==> src/rtl/compensation_ctrl.sv <==
// Sequences one compensation accumulation job: counts accepted beats, waits for the
// registered accumulator sum, holds the result until it is taken, then clears the accumulator.
module compensation_ctrl #(
    parameter int BEAT_W = 8,
    parameter int SUM_W  = 22
) (
    input  logic              clk,
    input  logic              rst,
    input  logic              start,
    input  logic [BEAT_W-1:0] num_beats,
    input  logic              in_valid,
    input  logic              abort,
    input  logic [SUM_W-1:0]  acc_sum,
    input  logic              out_ready,
    output logic              cal,
    output logic              acc_clr,
    output logic              busy,
    output logic              out_valid,
    output logic [SUM_W-1:0]  out_sum,
    output logic              start_err,
    output logic [15:0]       jobs_done
);

    // state  | meaning
    // IDLE   | waiting for start
    // ACCUM  | enabling the accumulator on each valid beat
    // SETTLE | final beat is landing in acc_sum
    // OUT    | result held until out_ready
    // CLEAR  | one-cycle accumulator clear
    typedef enum logic [2:0] {
        IDLE   = 3'd0,
        ACCUM  = 3'd1,
        SETTLE = 3'd2,
        OUT    = 3'd3,
        CLEAR  = 3'd4
    } state_t;

    localparam logic [BEAT_W-1:0] BEAT_ONE  = 1;
    localparam logic [BEAT_W-1:0] BEAT_ZERO = '0;

    state_t             state_q, state_d;
    logic [BEAT_W-1:0]  nbeats_q, nbeats_d;
    logic [BEAT_W-1:0]  cnt_q, cnt_d;
    logic               out_valid_q, out_valid_d;
    logic [SUM_W-1:0]   out_sum_q, out_sum_d;
    logic               start_err_q, start_err_d;
    logic [15:0]        jobs_done_q, jobs_done_d;
    logic               cal_c;
    logic               acc_clr_c;

    always_ff @(posedge clk or negedge rst) begin
        if (!rst) begin
            state_q     <= IDLE;
            nbeats_q    <= '0;
            cnt_q       <= '0;
            out_valid_q <= 1'b0;
            out_sum_q   <= '0;
            start_err_q <= 1'b0;
            jobs_done_q <= '0;
        end else begin
            state_q     <= state_d;
            nbeats_q    <= nbeats_d;
            cnt_q       <= cnt_d;
            out_valid_q <= out_valid_d;
            out_sum_q   <= out_sum_d;
            start_err_q <= start_err_d;
            jobs_done_q <= jobs_done_d;
        end
    end

    always_comb begin
        state_d     = state_q;
        nbeats_d    = nbeats_q;
        cnt_d       = cnt_q;
        out_valid_d = out_valid_q;
        out_sum_d   = out_sum_q;
        start_err_d = 1'b0;
        jobs_done_d = jobs_done_q;
        cal_c       = 1'b0;
        acc_clr_c   = 1'b0;

        case (state_q)
            IDLE: begin
                if (start) begin
                    if (num_beats != BEAT_ZERO) begin
                        nbeats_d = num_beats;
                        cnt_d    = '0;
                        state_d  = ACCUM;
                    end else begin
                        start_err_d = 1'b1;
                    end
                end
            end
            ACCUM: begin
                // abort wins over a completing beat; a missing beat is a stall
                if (abort) begin
                    state_d = CLEAR;
                end else if (in_valid) begin
                    cal_c = 1'b1;
                    cnt_d = cnt_q + BEAT_ONE;
                    if (cnt_q == nbeats_q - BEAT_ONE) begin
                        state_d = SETTLE;
                    end
                end
            end
            SETTLE: begin
                if (abort) begin
                    state_d = CLEAR;
                end else begin
                    out_sum_d   = acc_sum;
                    out_valid_d = 1'b1;
                    state_d     = OUT;
                end
            end
            OUT: begin
                if (out_ready) begin
                    jobs_done_d = jobs_done_q + 16'd1;
                    out_valid_d = 1'b0;
                    state_d     = CLEAR;
                end
            end
            CLEAR: begin
                acc_clr_c = 1'b1;
                state_d   = IDLE;
            end
            default: begin
                state_d = IDLE;
            end
        endcase
    end

    assign cal       = cal_c;
    assign acc_clr   = acc_clr_c;
    assign busy      = (state_q != IDLE);
    assign out_valid = out_valid_q;
    assign out_sum   = out_sum_q;
    assign start_err = start_err_q;
    assign jobs_done = jobs_done_q;

endmodule
==> config.mk <==
export PLATFORM = sky130hd
export DESIGN_NAME = compensation_ctrl
export DESIGN_NICKNAME = d
export VERILOG_FILES = /design/src/rtl/compensation_ctrl.sv
export SDC_FILE = /design/constraint.sdc
export NUM_CORES = 1
export LEC_CHECK = 0
export ABC_AREA = 1
export CAP_MARGIN = 5
export CORE_UTILIZATION = 48
export DETAILED_ROUTE_END_ITERATION = 10
export HOLD_SLACK_MARGIN = 0.02
export PLACE_DENSITY_LB_ADDON = 0.25
export SLEW_MARGIN = 20
export SYNTH_ARGS = -nofsm -noshare
export SYNTH_HDL_FRONTEND = slang
export SYNTH_SLANG_ARGS = --single-unit
==> constraint.sdc <==
create_clock -name clk -period 2.4 [get_ports clk]
set_clock_uncertainty 0.15 [all_clocks]
set_input_delay 0.72 -clock clk [delete_from_list [all_inputs] [get_ports clk]]
set_output_delay 0.72 -clock clk [all_outputs]
set_load 0.02 [all_outputs]
# Word level (Yosys, flattened, before mapping)
# Index checks and enable logic that the tools add are counted.
# op_classes
n_addsub	3
eq_ne	13
mux	23
bitwise_logic	1
n_reduce_logical	11
# ops
operator	n
$mux 8	4
$mux 3	7
$add 16x1->16 const B	1
$pmux 8 s2	1
$ne 2x2->1 const B	6
$pmux 3 s4	1
$reduce_and 5->1	2
$mux 1	9
$add 8x1->8 const B	1
$eq 8x8->1	1
$reduce_bool 8->1	1
$sub 8x1->8 const B	1
$eq 3x2->1 const B	2
$ne 3x3->1 const B	2
$reduce_and 3->1	2
$reduce_and 2->1	2
$reduce_bool 2->1	2
$eq 3x1->1 const B	1
$eq 3x3->1 const B	1
$logic_not 3->1	1
$reduce_bool 3->1	1
$pmux 1 s2	1
$not 1->1	1
# word_totals
ff_bits	59
inputBits	36
word_cells	58

# Depth between registers and ports, before layout
# Gate-level depths: netlist of the first run.
# depth
word_depth	6
depth_mapped	15

# Worst setup path after synthesis of the first run
# No wires, ideal clock.
# synth_timing
path_kind	reg-to-output
startpoint	register state_q[1]
endpoint	output cal
arrival_ns	1.368
t_required_ns	1.530
slack_ns	0.162
stages_incl_launch_ff	8
n_path_buf	0
cell_sequence	dfrtp_1 > nor2_2 > inv_1 > nor2_2 > nand2_1 > nand2_2 > o21ai_0 > nor2_1
# synth_via
elab_chain_len	2
# synth_rtl
element	line_no	source
start, declared	41	state_t state_q, state_d;
start signal, assigned	61	state_q <= state_d;
$eq 3x1->1	82	case (state_q)
$mux 1	82	
end, declared	15	output logic cal,
# Every way passes these cells.

# Final worst setup path of the first run
# layout_timing
startpoint	register state_q[2]
endpoint	output cal
# Same word-level chain as after synthesis.

==> flow_summary.ini, run 1 <==
[status]
outcome = finished, final reports clean

[clock_tree]
cts_tree = yes
clk_latency_ns = 0.33
cts_sinks = 59
cts_buffers = 9
htree_levels = 3
cts_buffer_depth = 2
path_clk_slew_ns = 0.06
cts-root-buf = clkbuf_8

[power]
combPwrFrac_pct = 46.2
power_frac_seq_pct = 33.1
peakVddDrop_mv = 0.7374
p_int_uw = 2967
power.leakage_uw = 0.002039
p_clk_share_pct = 20.7
power_density_nw_per_um2 = 1123
p_sw_share_pct = 37.39
power.total_uw = 4739
p_sw_uw = 1772

[synthesis]
synth_top_area_share_pct = 49.92
ys_ff_latch = 59
synth.top_cells.by_area = dfrtp_1 50%, mux2_2 8.4%, nand2_1 8.2%
syn-num-nets = 353
yosysWarnings = 0
synthCells = 314
syn_area_um2 = 2958
ys_seq_area_share_pct = 49.92
synth.distinct_cells = 30
avgSynthCellArea_um2 = 9.420
synth_top_area_cell = dfrtp_1

[detailed_routing]
viasPerCell = 4.863
antenna_left = 0
finalWirelength_um = 6310
drc = 0
drt_iter0_drc = 119
vias = 2441
drt-pass1-iter-count = 4
post_drt_wl_per_cell_um = 12.57

[setup_path]
crit_chain = nor2_2 > inv_1 > nor2_2 > nand2_2 > nand2_2 > o21ai_1 > nor2_1 > buf_4
cp.arrival_ns = 1.50
slowest_stage = dfrtp_1
critical_path.startpoint_type = flop
worstSetupStartpoint = state_q[2]
reg2reg_from = nbeats_q[0]
cp_max_fo = 2
end_kind = output pin
path_class = reg2out
cp.required_ns = 1.53
max_stage_delay_ns = 0.39

[timing]
clock.fmax_mhz = 421.1
fin_hold_ws_ns = 0.2347
fin_crit_ns = 2.375
finalSetupViolCount = 0
hold_violations = 0
fin_setup_tns_ns = 0
max_slew_margin_pct = 74.54
maxSlewViolCount = 0
worstMarginPinSlew_ns = 0.3788
min_period_over_period_pct = 98.95
rsz0062_at_grt = true

[final_layout]
post-route-util_pct = 71.26
fin_nets = 461
drive_gt1_share_pct = 20.37
layout_commonest_cell = clkdlybuf4s50_1
area_growth_pct = 42.64
diodes = 0
layout_common_cells = 71 x clkdlybuf4s50_1, 64 x nand2_1, 59 x dfrtp_1

[grt]
grt_use_total_pct = 21.59
antenna_found_initial = 0
grt_pass1_wl_um = 10490
grt_max_degree = 60
grt_overflow = 0
grt_pass1_vias = 2401

[floorplan]
die_area_um2 = 6480
die_y_um = 80.50
coreArea_um2 = 5921
die_x_um = 80.50
initial_utilization_pct = 49.96
rows = 28
ioPinCount = 79

[placed_design]
portBuffers = 78
place_congestion = 0.7847
dp_hpwl_um = 4769

[min_path]
hold_path_class = in2async

[job]
drv_cap = 0
## path summary, 6_finish.rpt
check	to	slack, ns	cells past startpoint
worst max-delay path	cal	0.03	8
worst min-delay path	out_sum[8]	0.23	2
worst max register to register	state_q[0]	0.30	15
worst min register to register	out_valid	0.33	2
max in group asynchronous	state_q[2]	1.59	2
min in group clk	out_valid	0.33	2
## kinds of logic (layout without fill, tap and decap cells)
family / Yosys count / count (layout) / synth area share, %
buffers and inverters: 43 / 156 / 5.626
xor gates and xnor gates: 20 / 20 / 6.176
adders and majority gates: 3 / 3 / 1.269
AOI/OAI and AO/OA: 26 / 26 / 4.653
muxes: 22 / 22 / 8.376
DFF: 59 / 59 / 49.92
and+or+nand+nor: 141 / 141 / 23.98
## per-layer routing
layer / GRT usage, % / up-vias / wire (um)
met2: 37.20 / 53 / 3188
li1: - / 1233 / -
met3: 5.568 / 6 / 311
met4: 9.107 / 0 / 62
met5: 0 / - / 0
met1: 25.25 / 1149 / 2748
## metrics by stage
stage | setup slack, ns | cell area (um2) | cells
floorplan | 0.1616 | 2958 | 314
global placement | -0.6468 | 3998 | 485
detailed placement | -0.6671 | 3998 | 485
CTS | -0.2122 | 4209 | 501
global route | -0.07947 | 4219 | 502
finish | 0.02514 | 4219 | 502
## final cells by class
cell class | count | area, um2
Clock buffer | 9 | 123.9
Tap cell | 75 | 93.84
Clock inverter | 7 | 92.59
Inverter | 39 | 146.4
Multi-Input combinational cell | 212 | 1318
Sequential cell | 59 | 1476
Timing Repair Buffer | 101 | 968.4
Fill cell | 475 | 1702
## flip-flops by register name, summed over array words and instances, names as in the netlist
register	flops
start_err	1
out_sum	22
jobs_done	16
cnt_q	8
out_valid	1
nbeats_q	8
state_q	3
## power by group through the flow
| stage | combinational [uW] | sequential (uW) | clock, uW |
|---|---|---|---|
| 5_1_grt | 2420 | 1610 | 1050 |
| 2_1_floorplan | 1010 | 1810 | 0 |
| 3_5_place_dp | 2210 | 1580 | 0 |
| 3_3_place_gp | 2150 | 1560 | 0 |
| 4_1_cts | 2200 | 1570 | 1010 |
| 6_report | 2190 | 1570 | 980 |
## cell usage after synthesis (all sizes together)
master and count:
o21a 1, nor3 6, nand2 69, o31ai 2
o21ai 16, nor4 1, a21oi 7, inv 39
xnor2 8, mux2 22, nand3 17, nor2 39
buf 4, ha 3, xor2 12, nand3b 1
dfrtp 59, nor3b 1, nand4 7
## critical path: cells and delay by family, from the launching register on
kind	cells	cell delay, ns
buffers and inverters	2	0.22
DFF	1	0.39
and+or+nand+nor	5	0.52
AOI/OAI and AO/OA	1	0.06
## repair_timing
item | in CTS | in global routing
buffers inserted | 0 | 1
endpoints found under the setup margin | 3 | 3
hold endpoints to repair | 0 | 0
pin swaps | 0 | 3
hold buffers | 0 | 0
resized for setup | 7 | 11
Power figures use the tool's default switching activity.
==> run 2: changes to the inputs <==
--- a/config.mk
+++ b/config.mk
@@ -10,7 +10,7 @@
 export CORE_UTILIZATION = 48
 export DETAILED_ROUTE_END_ITERATION = 10
 export HOLD_SLACK_MARGIN = 0.02
-export PLACE_DENSITY_LB_ADDON = 0.25
+export PLACE_DENSITY = 0.79
 export SLEW_MARGIN = 20
 export SYNTH_ARGS = -nofsm -noshare
 export SYNTH_HDL_FRONTEND = slang
==> flow_summary.ini, run 2 (synthesis gave the netlist of run 1 again) <==
[placed_design]
place_area_um2 = 3963
portBuffers = 78
dp_hpwl_um = 4637
placedCellCount = 482
place_congestion = 0.8082

[final_layout]
fillerInstances = 430
layout_commonest_cell = clkdlybuf4s50_1
multi_input_area_um2 = 1329
area_growth_pct = 42.68
ff_latch_area_um2 = 1476
drive_gt1_share_pct = 20.05
fin_nets = 458
diodes = 0
layout_common_cells = 71 x clkdlybuf4s50_1, 64 x nand2_1, 59 x dfrtp_1
largest_reg_flops = 22
design_area_um2 = 4220
layout.cells.non_filler = 499

[timing]
min_period_over_period_pct = 101.3
hold_violations = 0
finalSetupViolCount = 1
maxSlewViolCount = 0
clock.fmax_mhz = 411.4
fin_crit_ns = 2.431
fin_setup_tns_ns = -0.03082
max_slew_margin_pct = 73.78
fin_hold_ws_ns = 0.2164
worstMarginPinSlew_ns = 0.3924
rsz0062_at_grt = true
worst_slack_ns = -0.03082

[grt]
antenna_found_initial = 0
grt_pass1_wl_um = 10640
grt_use_total_pct = 21.67
grt_max_degree = 60
grt_pass1_vias = 2425
grt_overflow = 0

[floorplan]
die_x_um = 80.50
die_y_um = 80.50
rows = 28
die_area_um2 = 6480
ioPinCount = 79
initial_utilization_pct = 49.96
coreArea_um2 = 5921

[detailed_routing]
antenna_left = 0
finalWirelength_um = 6338
drt-pass1-iter-count = 4
viasPerCell = 4.878
drc = 0
drt_iter0_drc = 168
vias = 2434
post_drt_wl_per_cell_um = 12.70

[setup_path]
max_stage_delay_ns = 0.38
crit_chain = nor2_2 > inv_1 > nor2_2 > nand2_2 > nand2_2 > o21ai_2 > nor2_2 > buf_6
cp.arrival_ns = 1.56
path_common_cell = nor2_2
cp.required_ns = 1.53
end_kind = output pin
slowest_stage = dfrtp_1
cp_max_fo = 2
path_class = reg2out
critical_path.startpoint_type = flop

[power]
power_frac_seq_pct = 32.4
power_density_nw_per_um2 = 1151
p_sw_share_pct = 36.59
power.leakage_uw = 0.002025
combPwrFrac_pct = 45.0
p_clk_share_pct = 22.6
peakVddDrop_mv = 1.081
p_sw_uw = 1777
p_int_uw = 3080

[job]
drv_cap = 0

[clock_tree]
cts-root-buf = clkbuf_8
cts_sinks = 59
cts_buffer_depth = 2
path_clk_slew_ns = 0.07
holdBufCountCts = 0
cts_buffers = 9
clk_latency_ns = 0.33
htree_levels = 3
cts_tree = yes

[status]
outcome = finished, violations left
violations = setup timing

[min_path]
hold_path_class = in2async
## run 2: layer usage
layer  part of all wire, %  global-route usage (%)  wire [um]
met5                     0                       0          0
met2                    51                   36.53       3215
met3                   4.7                   5.568        299
met1                    43                   25.98       2735
met4                   1.4                   9.286         88
## run 2: area by class of cell
class | count | share of cell area (%)
clock buffers | 11 | 3.350
multi-input cells | 212 | 31.49
clock inverters | 5 | 2.372
flip-flops and latches | 59 | 34.98
inverters | 39 | 3.469
well taps | 75 | 2.224
repair buffers | 98 | 22.12
## run 2: power groups by stage
stage	Sequential (uW)	Combinational (uW)	Clock (uW)
after global routing	1620	2400	1160
final	1570	2190	1100
after global placement	1570	2120	0
after detailed placement	1590	2170	0
after CTS	1570	2180	1130
after floorplan	1810	1010	0
## run 2: path summary, 6_finish.rpt
kind | start | endpoint | slack, ns | depth (start not counted)
setup reg to reg | nbeats_q[0] | state_q[0] | 0.36 | 15
min in group clk | out_valid | out_valid | 0.33 | 2
hold reg to reg | out_valid | out_valid | 0.33 | 2
hold / removal | rst | nbeats_q[7] | 0.22 | 2
setup / recovery | state_q[1] | cal | -0.03 | 8
max in group asynchronous | rst | out_sum[17] | 1.60 | 2
## run 2: what timing repair did
action,4_1_cts,5_1_grt
resized for setup,11,10
setup endpoints to repair,3,3
buffers inserted,1,0
hold endpoints to repair,0,0
pin swaps,3,2
## run 2: stage by stage
stage                     power [uW]  setup WS [ns]  util [%]
final                           4857       -0.03082     71.28
after global routing            5181        -0.1218     71.28
after CTS                       4885        -0.2172     71.13
after detailed placement        3757        -0.7648     66.93
after global placement          3689        -0.6379     66.93
after floorplan                 2822         0.1616         -
## run 2: critical path: cells and delay by family, from the launching register on
| family | cells | cell delay [ns] |
|---|---|---|
| and+or+nand+nor | 5 | 0.56 |
| DFF | 1 | 0.38 |
| buffers and inverters | 2 | 0.21 |
| AOI/OAI and AO/OA | 1 | 0.07 |
==> run 3: changes to the inputs <==
--- a/config.mk
+++ b/config.mk
@@ -11,7 +11,6 @@
 export DETAILED_ROUTE_END_ITERATION = 10
 export HOLD_SLACK_MARGIN = 0.02
 export PLACE_DENSITY = 0.79
-export SLEW_MARGIN = 20
 export SYNTH_ARGS = -nofsm -noshare
 export SYNTH_HDL_FRONTEND = slang
 export SYNTH_SLANG_ARGS = --single-unit
==> constraint.sdc (replaced) <==
create_clock -name clk -period 2.4 [get_ports clk]
set_clock_uncertainty 0.15 [all_clocks]
set_input_delay 0.72 -clock clk [delete_from_list [all_inputs] [get_ports clk]]
set_output_delay 0.72 -clock clk [all_outputs]
set_load 0.01 [all_outputs]
==> flow_summary.ini, run 3 (synthesis gave the netlist of run 1 again) <==
[status]
outcome = finished, final reports clean

[setup_path]
r2r-end = state_q[2]
path_common_cell = nor2_2
r2r_slack_ns = 0.41
cp_top_family = simple AND/OR/NAND/NOR gates
max_stage_delay_ns = 0.38
cp_max_fo = 2
path_class = reg2out
path_buf_inv = 2
worstSetupEndpoint = cal
cp.arrival_ns = 1.46
end_kind = output pin
crit_cells = 8
reg2regPathDepth = 14
cp.required_ns = 1.53
crit_chain = nor2_2 > inv_1 > nor2_2 > nand2_2 > nand2_2 > o21ai_2 > nor2_2 > buf_2
slowest_stage = dfrtp_1
reg2reg_from = nbeats_q[0]
worstSetupStartpoint = state_q[2]
critical_path.startpoint_type = flop

[final_layout]
area_growth_pct = 41.62
layout_commonest_cell = clkdlybuf4s50_1
diodes = 0
largest_reg_flops = 22
fillerInstances = 455
drive_gt1_share_pct = 20.00
fin_nets = 460
post-route-util_pct = 70.75
layout_common_cells = 71 x clkdlybuf4s50_1, 64 x nand2_1, 59 x dfrtp_1

[clock_tree]
holdBufCountCts = 0
path_clk_slew_ns = 0.07
cts_sinks = 59
clk_latency_ns = 0.34
cts-root-buf = clkbuf_8
cts_buffers = 9
cts_tree = yes
cts_buffer_depth = 2
htree_levels = 3

[timing]
fin_crit_ns = 2.328
worstMarginPinSlew_ns = 0.4019
maxSlewViolCount = 0
min_period_over_period_pct = 96.99
clock.fmax_mhz = 429.6
hold_violations = 0
rsz0062_at_grt = true
finalSetupViolCount = 0
max_slew_margin_pct = 73.14

[grt]
grt_max_degree = 60
grt_overflow = 0
antenna_found_initial = 0
grt_pass1_vias = 2532
grt_use_total_pct = 21.75
grt_pass1_wl_um = 10710

[floorplan]
ioPinCount = 79
coreArea_um2 = 5921
die_x_um = 80.50
rows = 28
die_y_um = 80.50
die_area_um2 = 6480
initial_utilization_pct = 49.96

[detailed_routing]
finalWirelength_um = 6389
drc = 0
antenna_left = 0
viasPerCell = 4.932
drt_iter0_drc = 115
drt-pass1-iter-count = 4
vias = 2466
post_drt_wl_per_cell_um = 12.78

[power]
power.leakage_uw = 0.002016
peakVddDrop_mv = 0.7724
power_density_nw_per_um2 = 1059
power.total_uw = 4436

[placed_design]
place_congestion = 0.8093
dp_hpwl_um = 4634
portBuffers = 78

[min_path]
hold_path_class = in2async

[job]
drv_cap = 0
-- run 3: cell count changes in the layout (fill, tap and decap cells not counted), sizes merged --
cell,before,now
bufinv,3,0
buf,22,24
clkbuf,13,14
clkdlybuf4s15,0,1
clkinv,2,1
dlygate4sd2,1,2
-- run 3: per-stage QoR --
stage,setup slack [ns],setup TNS [ns],instance area [um2],hold WS (ns),instances
after floorplan,0.2834,0,2958,0.2744,314
after global placement,-0.5708,-0.6047,3970,0.3047,483
after detailed placement,-0.6614,-0.7853,3970,0.3133,483
after CTS,-0.1702,-0.1702,4174,0.2401,500
after global routing,-0.02763,-0.02763,4189,0.2561,500
final,0.07230,0,4189,0.2198,500
-- run 3: power breakdown --
| group | switching, uW | leakage (uW) | internal (uW) | total, uW |
|---|---|---|---|---|
| registers | 246 | 0.000750 | 1320 | 1570 |
| clock network | 375 | 0.000105 | 509 | 883 |
| logic | 936 | 0.00116 | 1050 | 1980 |
-- run 3: how the worst min path moves through the flow --
stage                        endpoint  slack, ns  cells after the start
after global placement      out_valid       0.30                      2
after global routing      nbeats_q[1]       0.26                      2
after detailed placement    out_valid       0.31                      2
final                     nbeats_q[1]       0.22                      2
after floorplan              cnt_q[0]       0.27                      0
after CTS                 nbeats_q[2]       0.24                      2
-- run 3: timing repair --
action / CTS / global route
resized for setup: 8 / 7
pin swaps: 2 / 3
gates cloned: 0 / 0
setup buffers: 2 / 0
endpoints found under the setup margin: 3 / 1
-- run 3: layer usage --
layer	wire, um	vias to the layer above	GRT usage, %	share of wire [%]
met5	0	-	0	0
met4	119	0	8.929	1.9
met3	284	10	5.455	4.4
met2	3338	53	38.56	52
met1	2646	1178	24.73	41
li1	-	1225	-	-
-- run 3: area by class of cell --
cell class / count / area (um2) / share of cell area, %
Sequential cell: 59 / 1476 / 35.24
Multi-Input combinational cell: 212 / 1324 / 31.60
Timing Repair Buffer: 100 / 950.9 / 22.70
Clock buffer: 14 / 192.7 / 4.600
Inverter: 39 / 146.4 / 3.495
Tap cell: 75 / 93.84 / 2.240
Clock inverter: 1 / 5.005 / 0.1195
